## src/rtl/instr_encoder_fifo_pkg.sv

```systemverilog
// Format-class codes and RV32IF opcode constants shared by the injection encoder and the ID-stage decoder.
// Classes map one-to-one onto decoder opcode classes; codes 13..15 are undefined.
package instr_encoder_fifo_pkg;

    typedef enum logic [3:0] {
        FMT_R      = 4'd0,
        FMT_I_COMP = 4'd1,
        FMT_LOAD   = 4'd2,
        FMT_JALR   = 4'd3,
        FMT_S      = 4'd4,
        FMT_B      = 4'd5,
        FMT_J      = 4'd6,
        FMT_LUI    = 4'd7,
        FMT_AUIPC  = 4'd8,
        FMT_CSR    = 4'd9,
        FMT_F      = 4'd10,
        FMT_F_LOAD = 4'd11,
        FMT_F_SAVE = 4'd12
    } fmt_e;

    localparam logic [6:0] OP_R      = 7'b0110011;
    localparam logic [6:0] OP_I_COMP = 7'b0010011;
    localparam logic [6:0] OP_LOAD   = 7'b0000011;
    localparam logic [6:0] OP_JALR   = 7'b1100111;
    localparam logic [6:0] OP_S      = 7'b0100011;
    localparam logic [6:0] OP_B      = 7'b1100011;
    localparam logic [6:0] OP_J      = 7'b1101111;
    localparam logic [6:0] OP_LUI    = 7'b0110111;
    localparam logic [6:0] OP_AUIPC  = 7'b0010111;
    localparam logic [6:0] OP_CSR    = 7'b1110011;
    localparam logic [6:0] OP_F      = 7'b1010011;
    localparam logic [6:0] OP_F_LOAD = 7'b0000111;
    localparam logic [6:0] OP_F_SAVE = 7'b0100111;

    // Branch and jump offsets are halfword-granular, so bit 0 must be clear.
    function automatic logic needs_even_imm(input logic [3:0] fmt);
        return (fmt == FMT_B) || (fmt == FMT_J);
    endfunction

endpackage

```

## src/rtl/instr_encoder_fifo_pack.sv

```systemverilog
// Combinational packer: request fields -> 32-bit RV32IF word, zero latency, no flow control.
// Flags undefined format codes and odd branch/jump offsets as illegal.
module instr_pack
    import instr_encoder_fifo_pkg::*;
(
    input  logic [3:0]  i_fmt,
    input  logic [2:0]  i_funct3,
    input  logic [6:0]  i_funct7,
    input  logic [4:0]  i_rd,
    input  logic [4:0]  i_rs1,
    input  logic [4:0]  i_rs2,
    input  logic [31:0] i_imm,
    output logic [31:0] o_instr,
    output logic        o_illegal
);

    always_comb begin
        o_instr   = '0;
        o_illegal = 1'b0;
        case (i_fmt)
            FMT_R:      o_instr = {i_funct7, i_rs2, i_rs1, i_funct3, i_rd, OP_R};
            FMT_F:      o_instr = {i_funct7, i_rs2, i_rs1, i_funct3, i_rd, OP_F};
            FMT_I_COMP: o_instr = {i_imm[11:0], i_rs1, i_funct3, i_rd, OP_I_COMP};
            FMT_LOAD:   o_instr = {i_imm[11:0], i_rs1, i_funct3, i_rd, OP_LOAD};
            FMT_JALR:   o_instr = {i_imm[11:0], i_rs1, i_funct3, i_rd, OP_JALR};
            FMT_CSR:    o_instr = {i_imm[11:0], i_rs1, i_funct3, i_rd, OP_CSR};
            FMT_F_LOAD: o_instr = {i_imm[11:0], i_rs1, i_funct3, i_rd, OP_F_LOAD};
            FMT_S:      o_instr = {i_imm[11:5], i_rs2, i_rs1, i_funct3, i_imm[4:0], OP_S};
            FMT_F_SAVE: o_instr = {i_imm[11:5], i_rs2, i_rs1, i_funct3, i_imm[4:0], OP_F_SAVE};
            FMT_B:      o_instr = {i_imm[12], i_imm[10:5], i_rs2, i_rs1, i_funct3,
                                   i_imm[4:1], i_imm[11], OP_B};
            FMT_J:      o_instr = {i_imm[20], i_imm[10:1], i_imm[11], i_imm[19:12], i_rd, OP_J};
            FMT_LUI:    o_instr = {i_imm[31:12], i_rd, OP_LUI};
            FMT_AUIPC:  o_instr = {i_imm[31:12], i_rd, OP_AUIPC};
            default:    o_illegal = 1'b1;
        endcase
        if (needs_even_imm(i_fmt) && i_imm[0]) begin
            o_illegal = 1'b1;
        end
    end

endmodule

```

## src/rtl/instr_encoder_fifo.sv

```systemverilog
// Instruction injection encoder: packs requests into a DEPTH-entry FIFO; output valid 1 cycle after accept into empty FIFO.
// req_ready drops when full (no bypass); illegal requests complete the handshake but are dropped and counted.
module instr_encoder_fifo
    import instr_encoder_fifo_pkg::*;
#(
    parameter int DEPTH = 4,
    parameter int ERRW  = 8
) (
    input  logic            clock,
    input  logic            reset,
    input  logic            flush,
    input  logic            req_valid,
    output logic            req_ready,
    input  logic [3:0]      req_fmt,
    input  logic [2:0]      req_funct3,
    input  logic [6:0]      req_funct7,
    input  logic [4:0]      req_rd,
    input  logic [4:0]      req_rs1,
    input  logic [4:0]      req_rs2,
    input  logic [31:0]     req_imm,
    output logic            out_valid,
    input  logic            out_ready,
    output logic [31:0]     out_instr,
    output logic            err_illegal,
    output logic [ERRW-1:0] err_count
);

    localparam int PW = (DEPTH > 1) ? $clog2(DEPTH) : 1;
    localparam int CW = PW + 1;

    logic [31:0]     r_mem [DEPTH];
    logic [PW-1:0]   r_wr_ptr;
    logic [PW-1:0]   r_rd_ptr;
    logic [CW-1:0]   r_count;
    logic            r_err_illegal;
    logic [ERRW-1:0] r_err_count;

    logic [31:0]     w_instr;
    logic            w_illegal;
    logic            w_full;
    logic            w_empty;
    logic            w_accept;
    logic            w_push;
    logic            w_pop;

    instr_pack u_pack (
        .i_fmt     (req_fmt),
        .i_funct3  (req_funct3),
        .i_funct7  (req_funct7),
        .i_rd      (req_rd),
        .i_rs1     (req_rs1),
        .i_rs2     (req_rs2),
        .i_imm     (req_imm),
        .o_instr   (w_instr),
        .o_illegal (w_illegal)
    );

    assign w_full   = (r_count == CW'(DEPTH));
    assign w_empty  = (r_count == '0);
    assign w_accept = req_valid && !w_full;
    assign w_push   = w_accept && !w_illegal && !flush;
    assign w_pop    = !w_empty && out_ready && !flush;

    // Storage is cleared on reset so the head reads zero before the first push.
    always_ff @(posedge clock or posedge reset) begin
        if (reset) begin
            for (int i = 0; i < DEPTH; i++) begin
                r_mem[i] <= '0;
            end
        end else if (w_push) begin
            r_mem[r_wr_ptr] <= w_instr;
        end
    end

    // Pointer arithmetic relies on DEPTH being a power of two for natural wrap.
    always_ff @(posedge clock or posedge reset) begin
        if (reset) begin
            r_wr_ptr <= '0;
            r_rd_ptr <= '0;
            r_count  <= '0;
        end else if (flush) begin
            r_wr_ptr <= '0;
            r_rd_ptr <= '0;
            r_count  <= '0;
        end else begin
            if (w_push) begin
                r_wr_ptr <= r_wr_ptr + PW'(1);
            end
            if (w_pop) begin
                r_rd_ptr <= r_rd_ptr + PW'(1);
            end
            case ({w_push, w_pop})
                2'b10:   r_count <= r_count + CW'(1);
                2'b01:   r_count <= r_count - CW'(1);
                default: r_count <= r_count;
            endcase
        end
    end

    // Error accounting survives flush; only reset clears the counter.
    always_ff @(posedge clock or posedge reset) begin
        if (reset) begin
            r_err_illegal <= 1'b0;
            r_err_count   <= '0;
        end else begin
            r_err_illegal <= w_accept && w_illegal;
            if (w_accept && w_illegal && (r_err_count != '1)) begin
                r_err_count <= r_err_count + ERRW'(1);
            end
        end
    end

    assign req_ready   = !w_full;
    assign out_valid   = !w_empty;
    assign out_instr   = r_mem[r_rd_ptr];
    assign err_illegal = r_err_illegal;
    assign err_count   = r_err_count;

endmodule

```

## config.mk

```make
export PLATFORM = sky130hd
export DESIGN_NAME = instr_encoder_fifo
export DESIGN_NICKNAME = d
export VERILOG_FILES = /design/src/rtl/instr_encoder_fifo_pkg.sv /design/src/rtl/instr_encoder_fifo_pack.sv /design/src/rtl/instr_encoder_fifo.sv
export SDC_FILE = /design/constraint.sdc
export NUM_CORES = 1
export LEC_CHECK = 0
export BUFFER_PORTS_ARGS = -buffer_cell sky130_fd_sc_hd__buf_4
export CORE_UTILIZATION = 50
export DETAILED_ROUTE_END_ITERATION = 7
export PLACE_DENSITY = 0.71
export SLEW_MARGIN = 30
export SYNTH_ARGS = -nofsm -noshare
export SYNTH_HDL_FRONTEND = slang
export SYNTH_SLANG_ARGS = --single-unit
export TNS_END_PERCENT = 5
```

## constraint.sdc

```tcl
create_clock -name clock -period 10.06 [get_ports clock]
set_input_delay 1.006 -clock clock [delete_from_list [all_inputs] [get_ports clock]]
set_output_delay 1.006 -clock clock [all_outputs]
set_load 0.005 [all_outputs]
```

==> results by group, run 1 <==
Logic synthesis
  – Ys Warns: 0
  – EDFF count, synth: 0
  – Syn Std Cell Area: between 7000 and 8000 µm²
  – Post-synthesis sequential area ratio: 47.2%
  – Mapped Nets: 642
  – Post-synth top flop: dfrtp_1
  – Mapped Avg Cell Area: 13.0 µm²
  – #FFs+latches synth: 140
  – Post-synth top cells: dfrtp_1 (140), mux2_2 (115), mux4_2 (31)
  – Netlist cell types: between 60 and 70
  – Top cell type's share of synthesized area: roughly 47%
  – Post-synth ARST share: 100%
  – Post-synthesis cell count: 570
  – Area leader, netlist: dfrtp_1
  – Count leader, synth: dfrtp_1
  – Synth top area cells: dfrtp_1 (47%), mux2_2 (17%), mux4_2 (9.4%)

Detailed routing
  – Vias per inst: 6.01
  – ANT nets after route: 0
  – DRC: 0
  – Drt total wl: approximately 18,000 µm
  – Via count: 5,174
  – DRT Pass-1 Iters: 5
  – Drt wl/cell: 20.8 µm
  – Starting DRT DRC Count: 283

Critical path
  – Worst endpoint required time: 9.05 ns
  – CP Launch Point: r_rd_ptr[1]$_DFFE_PP0P_
  – CP Max Fanout: 17
  – Worst reg-to-reg path cell count: 8
  – Critical register-to-register path startpoint: r_count[0]$_DFFE_PP0P_
  – Critical path capture point type: output pin
  – Setup CP Type: register to output pin
  – R2R Setup Slk: 7.32 ns
  – CP arrival: 2.45 ns
  – Terminus of the critical flop-to-flop path: r_count[2]$_DFFE_PP0P_
  – Critical path startpoint category: register

Die
  – Core area: roughly 15,000 µm²
  – Cell Rows: between 40 and 50
  – Height of the die: about 120 µm
  – Starting Density: 51.1%
  – DIE AREA: 15,300 µm²
  – Die X: ~120 µm
  – Io pins: 109

GRT
  – Gr usage total: 24.8%
  – Grt ovf: 0
  – Vias in the first global route: 5,260
  – Antenna violations before repair: 0
  – First-pass GRT wire length: 28,100 µm
  – Largest net degree at the start of global routing: 74

STA
  – Max-slew violations: 0
  – Fmax: between 0.2 and 0.3 GHz
  – Final setup skew: 0.00984 ns
  – Final hold viol count: 0
  – Final setup violation count: 0
  – Final hold slack: approximately 0.46 ns
  – RSZ-0062 raised after global routing: false
  – Fin Setup TNS: 0 ns
  – Final min period: around 3.5 ns
  – Rel. slew slack: slightly below 40%
  – Final Cycle Share: 34.4%
  – Tightest Pin Transition: just over 0.9 ns

Final layout
  – Final core utilization: 62.1%
  – Area of the multi-input gates: 3680 µm²
  – Diodes inserted: 0
  – Area grow syn2layout: 21.5%
  – Storage element area: 3500 µm²
  – Layout filler cell count: about 1,100
  – Nets: ~740
  – Share of post-route cells with drive strength above 1: roughly 47%
  – Final Non-Filler Cells: 861

Run status
  – Status: finished clean

CTS
  – CTS tree: yes
  – CTS root buf: clkbuf_16
  – Htree depth: 4
  – Clk_lat worst skew: 0.42 ns
  – Post-cts repair resize count: 0
  – Hold buffers post-CTS: 0
  – Clk pin slew, worst setup/hold paths: 0.06 ns
  – Clk buf depth: 2
  – Post-CTS Setup Inserts: 0
  – CTS Buf Count: 17
  – Clock Sinks: 140

Hold path
  – Hold Path Stages: 1
  – HP Start: r_mem[1]$_DFFE_PP0P_
  – Worst Hold Class: register to register
  – WHS Endpoint: r_mem[1]$_DFFE_PP0P_

Power and ir drop
  – Power per cell area: 259 nW/µm²
  – Worst vdd rail ir drop: 0.124 mV
  – Pleak: about 4.2 nW

Job
  – Max-Cap Viols: 0

Placed design
  – Hpwl dp: 12,200 µm
  – Port bufs: around 110
  – Routability congestion estimate: around 0.76
  – Post-placement cell count: a little over 800
[per-layer routing]
layer / part of all wire, % / wire [µm] / vias to the layer above / global-route usage [%]
li1: - / - / 2319 / -
met1: 43 / 7700 / 2672 / 32.8
met2: 50 / 8930 / 171 / 40.2
met3: 6.4 / 1140 / 12 / 7.28
met4: 0.83 / 149 / 0 / 6.25
met5: 0 / 0 / - / 0
[where the power goes]
part	switching, W	internal, W
Sequential	0.000138	0.000754
Clock	0.000234	0.000484
Combinational	0.000267	0.000458
[area by class of cell]
type / instances / area share, %
Multi-Input combinational cell: 375 / 40.7
Sequential cell: 140 / 38.8
Timing Repair Buffer: 117 / 9.77
Clock buffer: 21 / 5.21
Tap cell: 184 / 2.55
Clock inverter: 11 / 2.36
Inverter: 13 / 0.568
[placed cells by master, fill, tap and decap left out, drive strengths merged, types with 3 or more instances in the layout]
| cell | netlist | final |
|---|---|---|
| a221o | 7 | 7 |
| nor4b | 6 | 6 |
| buf | 28 | 117 |
| nor2b | 12 | 12 |
| nand2b | 7 | 7 |
| o21ai | 30 | 30 |
| and3b | 9 | 9 |
| nor2 | 11 | 11 |
| dfrtp | 140 | 140 |
| inv | 13 | 13 |
| nand3b | 12 | 12 |
| o21a | 6 | 6 |
| ha | 5 | 5 |
| or2 | 7 | 7 |
| xor2 | 8 | 8 |
| nor3 | 4 | 4 |
| mux2 | 124 | 124 |
| clkbuf | 14 | 21 |
| a21oi | 8 | 8 |
| nand2 | 16 | 16 |
| nor3b | 3 | 3 |
| bufinv | 0 | 6 |
| a22o | 4 | 4 |
| mux4 | 31 | 31 |
| and3 | 3 | 3 |
| clkinv | 0 | 5 |
| nand3 | 17 | 17 |
| o211ai | 6 | 6 |
| a211o | 8 | 8 |
[worst max-delay path by stage]
stage,slack (ns),to,cells after the start
6_report,6.60,out_instr[10],3
3_3_place_gp,6.21,r_mem[112]$_DFFE_PP0P_,6
3_5_place_dp,6.40,r_mem[108]$_DFFE_PP0P_,7
4_1_cts,6.58,out_instr[10],3
5_1_grt,6.49,out_instr[5],3
2_1_floorplan,5.30,err_count[0]$_DFFE_PP0P_,1
[registers in the layout, indices dropped and copies added, names as in the netlist]
register / cells
r_count: 3
r_wr_ptr: 2
err_illegal: 1
r_rd_ptr: 2
r_mem: 124
err_count: 8
[metrics by stage]
stage / cell area (µm²) / power [W] / setup slack, ns
4_1_cts: 9020 / 0.00235 / 6.58
6_report: 9030 / 0.00233 / 6.60
2_1_floorplan: 7430 / 0.00132 / 5.30
3_3_place_gp: 8330 / 0.00158 / 6.21
5_1_grt: 9030 / 0.00246 / 6.49
3_5_place_dp: 8340 / 0.00163 / 6.40
[critical path, stage by stage (launching register included)]
cell	delay, ns
dfrtp_1	0.91
buf_4	0.42
mux4_2	0.54
buf_4	0.15
[kinds of logic after synthesis]
kind of cell,after synthesis,share of synthesized area [%]
buffers and inverters,55,3.35
flip-flops,140,47.2
AO/OA/AOI/OAI,84,8.08
adder cells (fa/ha/maj),6,1.11
multiplexers,156,28.3
AND/OR/NAND/NOR,119,10.8
XOR/XNOR,10,1.18
Power figures use the tool's default switching activity.
==> run 2, diff against run 1 <==
--- a/config.mk
+++ b/config.mk
@@ -5,10 +5,11 @@
 export SDC_FILE = /design/constraint.sdc
 export NUM_CORES = 1
 export LEC_CHECK = 0
+export ABC_AREA = 1
 export BUFFER_PORTS_ARGS = -buffer_cell sky130_fd_sc_hd__buf_4
 export CORE_UTILIZATION = 50
 export DETAILED_ROUTE_END_ITERATION = 7
-export PLACE_DENSITY = 0.71
+export PLACE_DENSITY = 0.74
 export SLEW_MARGIN = 30
 export SYNTH_ARGS = -nofsm -noshare
 export SYNTH_HDL_FRONTEND = slang
==> constraint.sdc (replaced) <==
create_clock -name clock -period 3.11 [get_ports clock]
set_input_delay 0.311 -clock clock [delete_from_list [all_inputs] [get_ports clock]]
set_output_delay 0.311 -clock clock [all_outputs]
set_load 0.005 [all_outputs]
==> run 2 against run 1 <==
Sequential share of layout area rose by 2.0 points; global-route usage rose by 3.9 points; register-to-register slack got worse by 6.5 ns; clock power rose to 2.8 times the previous value; worst hold slack got worse by 0.30 ns; via count rose by 27%; non-clock buffer count rose by 6; critical path type unchanged.
==> results by group, run 2 <==
Logic synthesis
  – Post-synth ARST share: 100% (unchanged)
  – Mapped Nets: 1,008 (was 642)
  – Mapped Avg Cell Area: 7.53 µm² (was 13.0 µm²)
  – Post-Synth Adder-Cell Area: 1.17% (was 1.11%)
  – Simple-Gate Fraction of Synth Area: 28.7% (was 10.8%)
  – Synth Area in Compound Gates: 13.3% (was 8.08%)
  – Post-synthesis sequential area ratio: 49.7% (was 47.2%)
  – Post-synth top flop: dfrtp_1 (unchanged)
  – Largest family of logic cells by synthesized area: simple AND/OR/NAND/NOR gates (was multiplexers)
  – Post-synth top cells: nand2_1 (412), dfrtp_1 (140), o21ai_0 (126) (was dfrtp_1 (140), mux2_2 (115), mux4_2 (31))
  – Area leader, netlist: dfrtp_1 (unchanged)
  – #FFs+latches synth: 140 (unchanged)
  – Xor/xnor share of the synthesized area: 1.10% (was 1.18%)
  – Count leader, synth: nand2_1 (was dfrtp_1)
  – EDFF count, synth: 0 (unchanged)
  – Syn Std Cell Area: 7050 µm² (was 7430 µm²)
  – Top cell type's share of synthesized area: 49.7% (was 47.2%)
  – Ys Warns: 0 (unchanged)
  – Netlist cell types: 37 (was 62)
  – Post-synthesis cell count: 936 (was 570)
  – Mux cell area share after synthesis: 0% (was 28.3%)
  – Synth top area cells: dfrtp_1 (50%), nand2_1 (22%), o21ai_0 (8.9%) (was dfrtp_1 (47%), mux2_2 (17%), mux4_2 (9.4%))

Final layout
  – Most frequent cells in the layout: nand2_1 (412), dfrtp_1 (140), o21ai_0 (126), buf_4 (120), nor2_1 (54) (was dfrtp_1 (139), buf_4 (116), mux2_2 (115), mux4_2 (31), o21ai_0 (30))
  – Diodes inserted: 0 (unchanged)
  – Most common cell after layout, fill and taps aside: nand2_1 (was dfrtp_1)
  – Share of post-route cells with drive strength above 1: 17.0% (was 46.5%)
  – Largest register FFs: 124 (unchanged)
  – Storage element area: 3500 µm² (about the same)
  – Area of the multi-input gates: 3130 µm² (was 3680 µm²)
  – Final Non-Filler Cells: 1,223 (was 861)
  – Reg with most FFs: r_mem (unchanged)
  – Layout filler cell count: 1,239 (was 1,147)
  – Area grow syn2layout: 21.7% (was 21.5%)
  – Nets: 1,102 (was 736)
  – Final core utilization: 62.0% (was 62.1%)
  – Design Area, Final: 8580 µm² (was 9030 µm²)

Critical path
  – CP Launch Point: r_rd_ptr[1]$_DFFE_PP0P_ (unchanged)
  – Worst endpoint required time: 2.80 ns (was 9.05 ns)
  – R2R Setup Slk: 0.78 ns (was 7.32 ns)
  – CP Max Fanout: 32 (was 17)
  – Worst reg-to-reg path cell count: 11 (was 8)
  – End point of the critical path: out_instr[21] (was out_instr[10])
  – CP arrival: 2.26 ns (was 2.45 ns)
  – Setup CP Type: register to output pin (unchanged)
  – Critical path startpoint category: register (unchanged)
  – Terminus of the critical flop-to-flop path: r_count[2]$_DFFE_PP0P_ (unchanged)
  – Critical register-to-register path startpoint: r_count[0]$_DFFE_PP0P_ (unchanged)
  – Critical path capture point type: output pin (unchanged)

GRT
  – Vias in the first global route: 6,339 (was 5,260)
  – Gr usage total: 28.7% (was 24.8%)
  – Largest net degree at the start of global routing: 50 (was 74)
  – Grt ovf: 0 (unchanged)
  – First-pass GRT wire length: 31,600 µm (was 28,100 µm)
  – Antenna violations before repair: 0 (unchanged)

Power and ir drop
  – Pleak: 4.59 nW (was 4.15 nW)
  – Sw Share: 31.2% (was 27.4%)
  – Clk pwr share: 32.5% (was 30.8%)
  – Combinational share of power: 25.5% (was 31.0%)
  – Power per cell area: 714 nW/µm² (was 259 nW/µm²)
  – Internal: 0.00421 W (was 0.00170 W)
  – Seq pwr share: 42.0% (was 38.2%)
  – Worst vdd rail ir drop: 0.361 mV (was 0.124 mV)
  – P_sw: 0.00191 W (was 0.000639 W)

Placed design
  – Hpwl dp: 12,300 µm (was 12,200 µm)
  – Port bufs: 108 (unchanged)
  – Routability congestion estimate: 0.906 (was 0.763)
  – Area post-placement: 7990 µm² (was 8340 µm²)
  – Post-placement cell count: 1,190 (was 829)

Detailed routing
  – DRC: 0 (unchanged)
  – DRT Pass-1 Iters: 5 (unchanged)
  – M1 WL: 8230 µm (was 7700 µm)
  – Met2 wire len: 8920 µm (was 8930 µm)
  – Drt total wl: 19,300 µm (was 17,900 µm)
  – Starting DRT DRC Count: 483 (was 283)
  – Via count: 6,571 (was 5,174)
  – Wire length on met3: 1460 µm (was 1140 µm)
  – Highest Signal Layer: met4 (unchanged)
  – Drt wl/cell: 15.8 µm (was 20.8 µm)
  – ANT nets after route: 0 (unchanged)
  – Vias per inst: 5.37 (was 6.01)

STA
  – Final hold viol count: 0 (unchanged)
  – Rel. slew slack: 44.2% (was 39.3%)
  – Final setup skew: 0.00613 ns (was 0.00984 ns)
  – Final hold slack: 0.165 ns (was 0.462 ns)
  – Tightest Pin Transition: 0.833 ns (was 0.909 ns)
  – RSZ-0062 raised after global routing: false (unchanged)
  – Max-slew violations: 0 (unchanged)
  – Final min period: approximately 2.6 ns
  – Fmax: 0.389 GHz
  – Final setup violation count: 0 (unchanged)
  – Final Cycle Share: between 80% and 90%
  – Fin Setup TNS: 0 ns (unchanged)

Die
  – Cell Rows: 43 (was 44)
  – DIE AREA: 14,600 µm² (was 15,300 µm²)
  – Starting Density: 51.0% (was 51.1%)
  – Height of the die: 121 µm (was 124 µm)
  – Die X: 121 µm (was 124 µm)
  – Core area: 13,800 µm² (was 14,500 µm²)
  – Io pins: 109 (unchanged)

Hold path
  – Worst Hold Class: input port to register (was register to register)

CTS
  – CTS tree: yes (unchanged)
  – Htree depth: 4 (unchanged)
  – Clk buf depth: 2 (unchanged)
  – Clk_lat worst skew: 0.43 ns (was 0.42 ns)
  – Post-CTS Setup Inserts: 0 (unchanged)
  – Clock Sinks: 140 (unchanged)
  – CTS root buf: clkbuf_16 (unchanged)
  – Clk pin slew, worst setup/hold paths: 0.06 ns (about the same)
  – CTS Buf Count: 17 (unchanged)
  – Hold buffers post-CTS: 1 (was 0)
  – Post-cts repair resize count: 0 (unchanged)

Job
  – Max-Cap Viols: 0 (unchanged)

Run status
  – Status: finished clean (unchanged)
[run 2: worst min path at each step]
stage,startpoint,endpoint,slack (ns),cells past startpoint
after floorplan,r_mem[65]$_DFFE_PP0P_,r_mem[65]$_DFFE_PP0P_,0.43,1
after global placement,reset,r_mem[14]$_DFFE_PP0P_,0.28,2
after detailed placement,reset,r_mem[14]$_DFFE_PP0P_,0.28,2
after CTS,flush,r_count[2]$_DFFE_PP0P_,0.15,4
after global routing,flush,r_count[1]$_DFFE_PP0P_,0.19,4
final,flush,r_count[2]$_DFFE_PP0P_,0.17,4
[run 2: per-layer routing]
layer / track usage [%] / up-vias
met2: 45.6 / 259
li1: - / 3166
met5: 0 / -
met1: 37.2 / 3091
met4: 13.6 / 0
met3: 6.79 / 55
[run 2: cells by family after synthesis]
family,after synthesis
compound gates,177
xor+xnor,8
fa+ha+maj,6
buf+inv,98
flops,140
simple gates,507
[run 2: layout make-up]
class,count,share of cell area (%)
sequential,140,40.8
clock inverter,12,1.41
clock buffer,20,5.32
inverter,50,2.26
tap,180,2.63
multi-input combinational,698,36.5
timing repair buffer,123,11.1
[run 2: worst max-delay path: stages (launching register included)]
cell and delay, ns:
dfrtp_1 0.62, inv_1 0.16, buf_4 0.34, o21ai_0 0.16
o21ai_0 0.35, buf_4 0.19
[run 2: power by group through the flow]
stage / logic, W / registers (W) / clock network, W
6_report: 0.00156 / 0.00257 / 0.00199
5_1_grt: 0.00178 / 0.00263 / 0.00210
4_1_cts: 0.00158 / 0.00257 / 0.00201
3_5_place_dp: 0.00156 / 0.00259 / 0
3_3_place_gp: 0.00153 / 0.00258 / 0
2_1_floorplan: 0.000940 / 0.00253 / 0
[run 2: through the flow]
step                      setup WS (ns)  power [W]
after CTS                         0.592    0.00615
after detailed placement          0.716    0.00415
final                             0.536    0.00612
after global placement            0.831    0.00411
after global routing              0.382    0.00650
after floorplan                    1.05    0.00347
==> run 3, diff against run 2 <==
--- a/config.mk
+++ b/config.mk
@@ -9,7 +9,7 @@
 export BUFFER_PORTS_ARGS = -buffer_cell sky130_fd_sc_hd__buf_4
 export CORE_UTILIZATION = 50
 export DETAILED_ROUTE_END_ITERATION = 7
-export PLACE_DENSITY = 0.74
+export PLACE_DENSITY = 0.72
 export SLEW_MARGIN = 30
 export SYNTH_ARGS = -nofsm -noshare
 export SYNTH_HDL_FRONTEND = slang
==> constraint.sdc (replaced) <==
create_clock -name clock -period 2.65 [get_ports clock]
set_input_delay 0.265 -clock clock [delete_from_list [all_inputs] [get_ports clock]]
set_output_delay 0.265 -clock clock [all_outputs]
set_load 0.005 [all_outputs]
==> run 3 against run 2 <==
The run now ends with hold timing left; largest power group unchanged; clock power is 13% higher; via count is 1.2% lower; utilization is 0.054 points higher; setup slack worse by 0.15 ns.
==> results by group, run 3 (synthesized netlist as in run 2, its figures left out) <==
Final layout
  – Most common cell after layout, fill and taps aside: nand2_1 (unchanged)
  – Most frequent cells in the layout: nand2_1 (412), dfrtp_1 (140), o21ai_0 (126), buf_4 (120), nor2_1 (54) (unchanged)
  – Reg with most FFs: r_mem (unchanged)
  – Share of post-route cells with drive strength above 1: 17.1% (was 17.0%)
  – Area grow syn2layout: 21.8% (was 21.7%)
  – Largest register FFs: 124 (unchanged)
  – Diodes inserted: 0 (unchanged)
  – Nets: 1,103 (was 1,102)
  – Final Non-Filler Cells: 1,224 (was 1,223)
  – Final core utilization: 62.1% (was 62.0%)

Die
  – Cell Rows: 43 (unchanged)
  – Io pins: 109 (unchanged)
  – DIE AREA: 14,600 µm² (unchanged)
  – Height of the die: 121 µm (unchanged)
  – Starting Density: 51.0% (unchanged)
  – Die X: 121 µm (unchanged)
  – Core area: 13,800 µm² (unchanged)

STA
  – Final Cycle Share: between 80 and 90%
  – Max-slew violations: 0 (unchanged)
  – Fmax: ~0.44 GHz
  – Final setup violation count: 0 (unchanged)
  – Final setup skew: 0.00638 ns (was 0.00613 ns)
  – Final min period: 2.26 ns
  – Rel. slew slack: 50.2% (was 44.2%)
  – Fin Setup TNS: 0 ns (unchanged)
  – Final hold slack: -0.00358 ns (was 0.165 ns)
  – Tightest Pin Transition: 0.744 ns (was 0.833 ns)
  – RSZ-0062 raised after global routing: false (unchanged)
  – Final hold viol count: 8 (was 0)

GRT
  – Gr usage total: 27.3% (was 28.7%)
  – Antenna violations before repair: 0 (unchanged)
  – First-pass GRT wire length: 30,500 µm (was 31,600 µm)
  – Vias in the first global route: 6,170 (was 6,339)
  – Largest net degree at the start of global routing: 94 (was 50)
  – Grt ovf: 0 (unchanged)

Detailed routing
  – Drt total wl: 19,200 µm (was 19,300 µm)
  – Drt wl/cell: 15.7 µm (was 15.8 µm)
  – Met2 wire len: 9270 µm (was 8920 µm)
  – DRC: 0 (unchanged)
  – Via count: 6,493 (was 6,571)
  – Starting DRT DRC Count: 443 (was 483)
  – M1 WL: 8220 µm (was 8230 µm)
  – ANT nets after route: 0 (unchanged)
  – DRT Pass-1 Iters: 5 (unchanged)
  – Highest Signal Layer: met4 (unchanged)
  – Vias per inst: 5.30 (was 5.37)
  – Wire length on met3: 1070 µm (was 1460 µm)

Critical path
  – Top delay family on crit path: simple AND/OR/NAND/NOR gates (was buffers and inverters)
  – Worst path slowest cell: dfrtp_1 (unchanged)
  – CP Max Fanout: 6 (was 32)
  – CP bufs+invs: 1 (was 3)
  – Critical path startpoint category: register (unchanged)
  – CP peak stage delay: 0.41 ns (was 0.62 ns)
  – CP arrival: 2.58 ns (was 2.26 ns)
  – Setup CP Type: register to register (was register to output pin)
  – Crit-path cells: nor2_1 -> a21boi_1 -> nand3_1 -> nand2_1 -> inv_1 -> fa_1 -> xor2_1 -> nand3b_1 -> nand2_1 -> nand2_1 -> nand2_1 (was inv_1 -> buf_4 -> o21ai_0 -> o21ai_0 -> buf_4)
  – Cell mode on critical path: nand2_1
  – Critical path capture point type: register (was output pin)
  – Worst endpoint required time: 2.97 ns (was 2.80 ns)

Power and ir drop
  – Pleak: 4.58 nW (was 4.59 nW)
  – Pwr Total: 0.00710 W (was 0.00612 W)
  – Worst vdd rail ir drop: 0.492 mV (was 0.361 mV)
  – Power per cell area: 827 nW/µm² (was 714 nW/µm²)

CTS
  – Clk buf depth: 2 (unchanged)
  – Hold buffers post-CTS: 0 (was 1)
  – CTS root buf: clkbuf_16 (unchanged)
  – CTS Buf Count: 17 (unchanged)
  – CTS tree: yes (unchanged)
  – Clk_lat worst skew: 0.42 ns (was 0.43 ns)
  – Clk pin slew, worst setup/hold paths: 0.06 ns (about the same)
  – Post-cts repair resize count: 0 (unchanged)
  – Clock Sinks: 140 (unchanged)
  – Htree depth: 4 (unchanged)
  – Post-CTS Setup Inserts: 0 (unchanged)

Placed design
  – Hpwl dp: 12,200 µm (was 12,300 µm)
  – Routability congestion estimate: 0.886 (was 0.906)
  – Post-placement cell count: 1,192 (was 1,190)
  – Port bufs: 108 (unchanged)

Run status
  – Status: finished with violations (was finished clean)
  – Violated checks: hold timing

Hold path
  – Worst Hold Class: input port to asynchronous set/reset pin (was input port to register)

Job
  – Max-Cap Viols: 0 (unchanged)
[run 3: layer usage]
layer  GRT usage, %  up-vias
met1           34.7     3059
li1               -     3164
met2           45.3      228
met3           5.24       42
met5              0        -
met4           12.3        0
[run 3: worst paths after layout]
kind / slack, ns / end / from / cells after the start
hold reg to reg: 0.46 / r_mem[97]$_DFFE_PP0P_ / r_mem[97]$_DFFE_PP0P_ / 1
setup / recovery: 0.39 / r_count[2]$_DFFE_PP0P_ / r_count[0]$_DFFE_PP0P_ / 11
setup reg to reg: 0.39 / r_count[2]$_DFFE_PP0P_ / r_count[0]$_DFFE_PP0P_ / 11
min in group clock: 0.13 / r_count[2]$_DFFE_PP0P_ / flush / 4
hold / removal: -0.004 / r_mem[109]$_DFFE_PP0P_ / reset / 3
max in group asynchronous: 2.17 / r_mem[95]$_DFFE_PP0P_ / reset / 3
[run 3: final cells by class]
| cell class | count | area (µm²) |
|---|---|---|
| fill | 1238 | 5240 |
| sequential | 140 | 3500 |
| multi-input combinational | 698 | 3120 |
| timing repair buffer | 124 | 981 |
| clock buffer | 18 | 439 |
| tap | 180 | 225 |
| inverter | 50 | 194 |
| clock inverter | 14 | 123 |
[run 3: per-stage QoR]
step                hold slack (ns)  cell area (µm²)  worst slack [ns]
floorplan                     0.428             7050             0.603
global placement              0.444             8030             0.402
detailed placement            0.447             8030             0.370
CTS                          0.0213             8590             0.407
global route                 0.0416             8590             0.133
finish                     -0.00358             8590             0.388
[run 3: report_power, final]
| group | total [W] | switching (W) | internal, W |
|---|---|---|---|
| logic | 0.00183 | 0.00102 | 0.000816 |
| registers | 0.00302 | 0.000300 | 0.00272 |
| clock network | 0.00225 | 0.000944 | 0.00131 |
| total | 0.00710 | 0.00226 | 0.00484 |
[run 3: worst register-to-register path, cell delays in order (launching register included)]
cell	delay (ns)
dfrtp_1	0.41
nor2_1	0.10
a21boi_1	0.35
nand3_1	0.19
nand2_1	0.19
inv_1	0.08
fa_1	0.37
xor2_1	0.19
nand3b_1	0.13
nand2_1	0.06
nand2_1	0.06
nand2_1	0.04
